**src/rtl/clock_meas_pkg.sv**
```systemverilog
// Shared definitions for the clock ratio meter: default sizing and FSM state encoding.
package clock_meas_pkg;

   localparam int unsigned CNT_W_DEF       = 16;
   localparam int unsigned LOCK_N_DEF      = 4;
   localparam int unsigned TIMEOUT_CYC_DEF = 65535;

   typedef enum logic [1:0] {
      IDLE    = 2'd0,
      MEASURE = 2'd1,
      TIMEOUT = 2'd2
   } meas_state_e;

endpackage

```
**src/rtl/edge_detect.sv**
```systemverilog
// Single-register sampler of sig_in with a combinational rising-edge strobe.
module edge_detect (
   input  logic clk_in,
   input  logic rst,
   input  logic d,
   output logic q,
   output logic rise
);

   always_ff @(posedge clk_in) begin
      if (rst) q <= 1'b0;
      else     q <= d;
   end

   assign rise = d & ~q;

endmodule

```
**src/rtl/clock_ratio_meter.sv**
```systemverilog
// Measures period and high time of a clk_in-domain divided clock, tracks ratio lock and timeout.
module clock_ratio_meter
   import clock_meas_pkg::*;
#(
   parameter int unsigned CNT_W       = CNT_W_DEF,
   parameter int unsigned LOCK_N      = LOCK_N_DEF,
   parameter int unsigned TIMEOUT_CYC = TIMEOUT_CYC_DEF
) (
   input  logic             clk_in,
   input  logic             rst,
   input  logic             en,
   input  logic             sig_in,
   output logic [CNT_W-1:0] period,
   output logic [CNT_W-1:0] high_time,
   output logic             period_valid,
   output logic             locked,
   output logic             timeout
);

   localparam int unsigned MATCH_W = $clog2(LOCK_N + 1);

   meas_state_e        state, state_nxt;
   logic               sig_q;
   logic               rise;
   logic [CNT_W-1:0]   cnt, hcnt;
   logic [CNT_W-1:0]   cnt_inc, hcnt_inc;
   logic [MATCH_W-1:0] match, match_nxt;
   logic               cnt_at_limit;

   edge_detect u_edge (
      .clk_in (clk_in),
      .rst    (rst),
      .d      (sig_in),
      .q      (sig_q),
      .rise   (rise)
   );

   always_ff @(posedge clk_in) begin
      if (rst) state <= IDLE;
      else     state <= state_nxt;
   end

   always_comb begin
      state_nxt = state;
      if (!en) begin
         state_nxt = IDLE;
      end else begin
         case (state)
            IDLE:    if (rise) state_nxt = MEASURE;
            MEASURE: if (!rise && cnt_at_limit) state_nxt = TIMEOUT;
            TIMEOUT: if (rise) state_nxt = MEASURE;
            default: state_nxt = IDLE;
         endcase
      end
   end

   // Saturating counters; a zero match count marks the first measurement of a run.
   always_comb begin
      cnt_inc      = (cnt == '1) ? cnt : cnt + CNT_W'(1);
      hcnt_inc     = (sig_in && hcnt != '1) ? hcnt + CNT_W'(1) : hcnt;
      cnt_at_limit = (cnt == CNT_W'(TIMEOUT_CYC));
      if (match == '0 || cnt != period)
         match_nxt = MATCH_W'(1);
      else if (match >= MATCH_W'(LOCK_N))
         match_nxt = MATCH_W'(LOCK_N);
      else
         match_nxt = match + MATCH_W'(1);
   end

   always_ff @(posedge clk_in) begin
      if (rst) begin
         period       <= '0;
         high_time    <= '0;
         period_valid <= 1'b0;
         locked       <= 1'b0;
         timeout      <= 1'b0;
         cnt          <= '0;
         hcnt         <= '0;
         match        <= '0;
      end else if (!en) begin
         period_valid <= 1'b0;
         locked       <= 1'b0;
         timeout      <= 1'b0;
         match        <= '0;
         cnt          <= '0;
         hcnt         <= '0;
      end else begin
         period_valid <= 1'b0;
         case (state)
            IDLE: begin
               if (rise) begin
                  cnt  <= CNT_W'(1);
                  hcnt <= CNT_W'(1);
               end
            end
            MEASURE: begin
               if (rise) begin
                  period       <= cnt;
                  high_time    <= hcnt;
                  period_valid <= 1'b1;
                  match        <= match_nxt;
                  locked       <= (match_nxt >= MATCH_W'(LOCK_N));
                  cnt          <= CNT_W'(1);
                  hcnt         <= CNT_W'(1);
               end else if (cnt_at_limit) begin
                  timeout <= 1'b1;
                  locked  <= 1'b0;
                  match   <= '0;
               end else begin
                  cnt  <= cnt_inc;
                  hcnt <= hcnt_inc;
               end
            end
            TIMEOUT: begin
               if (rise) begin
                  timeout <= 1'b0;
                  cnt     <= CNT_W'(1);
                  hcnt    <= CNT_W'(1);
               end
            end
            default: ;
         endcase
      end
   end

endmodule

```
**config.mk**
```make
export PLATFORM = sky130hd
export DESIGN_NAME = clock_ratio_meter
export DESIGN_NICKNAME = d
export VERILOG_FILES = /design/src/rtl/clock_meas_pkg.sv /design/src/rtl/edge_detect.sv /design/src/rtl/clock_ratio_meter.sv
export SDC_FILE = /design/constraint.sdc
export NUM_CORES = 1
export LEC_CHECK = 0
export ABC_AREA = 0
export BUFFER_PORTS_ARGS = -buffer_cell sky130_fd_sc_hd__buf_4
export CORE_MARGIN = 2
export CORE_UTILIZATION = 58
export CTS_CLUSTER_DIAMETER = 120
export DETAILED_ROUTE_END_ITERATION = 6
export PLACE_DENSITY = 0.82
export SLEW_MARGIN = 40
export SYNTH_ARGS = -nofsm -noshare
export SYNTH_HDL_FRONTEND = slang
export SYNTH_SLANG_ARGS = --single-unit
```
**constraint.sdc**
```tcl
create_clock -name clk_in -period 3 [get_ports clk_in]
set_clock_uncertainty 0.15 [all_clocks]
set_input_delay 0.45 -clock clk_in [delete_from_list [all_inputs] [get_ports clk_in]]
set_output_delay 0.45 -clock clk_in [all_outputs]
set_load 0.01 [all_outputs]
```
==> impl_metrics.tcl <==
set metrics [dict create \
    design_area_mm2 0.003852 \
    worst_pin_slew_ps 655.8 \
    drv_cap 0 \
    drt-pass1-iter-count 5 \
    rows 27 \
    slew_headroom_pct 56.12 \
    synth_top_area_share_pct 43.03 \
    path_class "flip-flop to flip-flop" \
    n_antenna_cell 0 \
    syn2layout_area_growth_pct 15.02 \
    fin_crit_ps 2461 \
    totalWireLength_mm 8.176 \
    grt_use_total_pct 26.58 \
    syn_nets 421 \
    power_leakage_uw 0.001471 \
    nets 455 \
    ys_ff_latch 72 \
    setup_violations 0 \
    ctsHoldBuffers 0 \
    synth_common_cells "nand2_1 (89), dfxtp_1 (72), a21oi_1 (49)" \
    clkPwrFrac_pct 39.6 \
    cts_max_level 3 \
    remaining_drc_errors 0 \
    regArea_mm2 0.001441 \
    gr-usage-met3_pct 4.299 \
    die_x_um 79.99 \
    cts.sinks 72 \
    post_cts_resize_count 0 \
    powerDensity_mw_per_mm2 443.6 \
    grtUsageMet1_pct 34.43 \
    vias 3098 \
    crit_path_end_kind "flip-flop" \
    slowest_delay_ps 440 \
    grt_pass1_vias 2718 \
    drt-initial-drc-count 198 \
    initial_core_util_pct 60.46 \
    coreArea_mm2 0.005540 \
    grt_max_degree 36 \
    syn-cell-area_mm2 0.003349 \
    slew_violations 0 \
    hold_viol 0 \
    crit_arrival_ps 2610 \
    cts_made_buffers 9 \
    fillers 498 \
    wire_per_inst_um 15.60 \
    synthArstFlopShare_pct 0 \
    antenna_found_initial 0 \
    p_seq_share_pct 56.3 \
    cp_top_family "compound AO/OA/AOI/OAI gates" \
    synth_most_common_cell "nand2_1" \
    yosys_most_used_dff "dfxtp_1" \
    p_switching_uw 435.1 \
    hold_path.class "primary input to flip-flop" \
    ir_drop_mv 0.2818 \
    yosysWarnings 0 \
    die_height_um 79.99 \
    synth_edf_count 0 \
    power.internal_uw 1274 \
    cp_max_fo 10 \
    setup_slack_ps 538.9 \
    gr-max-usage-layer "met2" \
    yosysSeqAreaShare_pct 43.03 \
    pre_cts_ws_ps 585.3 \
    required_ps 3150 \
    clk_path_buf_depth 2 \
    setup_tns_ps 0 \
    synthTopCellsByArea "dfxtp_1 (43%), nand2_1 (10%), a21oi_1 (7.3%)" \
    grt_pass1_wl_mm 13.00 \
    clk_latency_ps 360 \
    io_buffers 38 \
    clk_pin_slew_ps 80 \
    multi_input_area_mm2 0.001798 \
    cts_tree "built" \
    worstPathBufferInverterCount 0 \
    crit_slowest_cell "dfxtp_1" \
    grt_overflow 0 \
    fin_crit_sh_pct 82.04 \
    drive_above_1_share_pct 16.59 \
    post-cts-setup-buffers 0 \
    synth.largest_area_cell "dfxtp_1" \
    status "complete, no violations" \
    gp_congestion 0.9204 \
    syn_avg_cell_area_um2 8.110 \
    fmax_mhz 406.3 \
    antenna_left 0 \
    io_pins 39 \
    crit_chain "ha_1 > nand4_1 > nor4_4 > a41oi_4 > a31oi_4 > o21ai_0 > nand2_1" \
    grt_util_met2_pct 42.67 \
    synthCells 413 \
    dieArea_mm2 0.006398 \
    critPathLaunchType "flip-flop" \
    root_buffer "clkbuf_8" \
    vias_per_cell 5.912 \
    place_hpwl_mm 5.684 \
    synth_cell_types 54 \
    power_frac_comb_pct 4.1 \
    swShare_pct 25.46 \
    placed_area_mm2 0.003682 \
    rsz0062_at_grt "false" \
]
[layout make-up]
type	instances	area share, %
flip-flops and latches	72	37.41
clock inverters	7	1.202
repair buffers	44	8.574
well taps	72	2.338
clock buffers	9	3.215
multi-input cells	314	46.67
inverters	6	0.5846
[routing by layer]
layer,routed length (um),vias up
li1,-,1519
met1,3623,1453
met2,3922,108
met3,438,18
met4,191,0
met5,0,-
[state kept, by name, indices dropped and copies added (netlist names)]
register,count
cnt,16
hcnt,16
high_time,16
locked,1
match,2
period,16
period_valid,1
state,2
timeout,1
u_edge.q,1
[logic make-up after synthesis]
kind of cell / after synthesis / share of synthesized area [%]
AND/OR/NAND/NOR: 190 / 27.94
flip-flops: 72 / 43.03
XOR/XNOR: 23 / 6.014
AO/OA/AOI/OAI: 97 / 18.23
adder cells (fa/ha/maj): 4 / 1.494
buffers and inverters: 27 / 3.287
[worst min-delay path, cell delays in order]
cell    delay [ps]
buf_4           90
inv_1           60
nor2_1         110
[power groups by stage]
stage / Clock [uW] / Sequential, uW / Combinational, uW
detailed placement: 0 / 984 / 69.0
finish: 677 / 962 / 70.0
CTS: 683 / 962 / 69.3
global placement: 0 / 984 / 68.0
floorplan: 0 / 983 / 49.3
global route: 725 / 962 / 76.3
[through the flow]
step | power, uW | hold slack, ps | cells | utilization (%)
after detailed placement | 1053 | 298.9 | 508 | 66.46
final | 1709 | 247.9 | 524 | 69.53
after CTS | 1714 | 239.1 | 524 | 69.53
after floorplan | 1032 | 308.4 | 413 | -
after global placement | 1052 | 295.9 | 508 | 66.46
after global routing | 1764 | 266.7 | 524 | 69.53
[worst paths after layout]
kind / startpoint / cells after the start / slack, ps / end
min reg2reg: high_time[8]$_SDFFE_PP0P_ / 2 / 310 / high_time[8]$_SDFFE_PP0P_
max reg2reg: hcnt[0]$_SDFFE_PP0P_ / 7 / 540 / hcnt[9]$_SDFFE_PP0P_
min: sig_in / 3 / 250 / u_edge.q$_SDFF_PP0_
max: hcnt[0]$_SDFFE_PP0P_ / 7 / 540 / hcnt[9]$_SDFFE_PP0P_
[placed cells by master (no fill, tap or decap), types with 3 or more instances in the layout]
cell | synthesis | final
clkinvlp_4 | 0 | 3
nor4_1 | 5 | 5
nand4_1 | 10 | 10
o31ai_1 | 4 | 4
clkinv_2 | 0 | 3
ha_1 | 4 | 4
xnor2_1 | 5 | 5
and3_1 | 6 | 6
nand3_1 | 14 | 14
a31oi_1 | 3 | 3
inv_1 | 6 | 6
a311oi_1 | 3 | 3
nand2_1 | 89 | 89
and2_1 | 3 | 3
xor2_1 | 18 | 18
nor3_1 | 5 | 5
o21ai_0 | 15 | 15
buf_4 | 1 | 44
dfxtp_1 | 72 | 72
a211oi_1 | 4 | 4
nand2b_1 | 3 | 3
a21oi_1 | 49 | 49
clkbuf_8 | 0 | 9
or3_1 | 5 | 5
nor2_1 | 32 | 32
(Power assumes the default switching activity.)
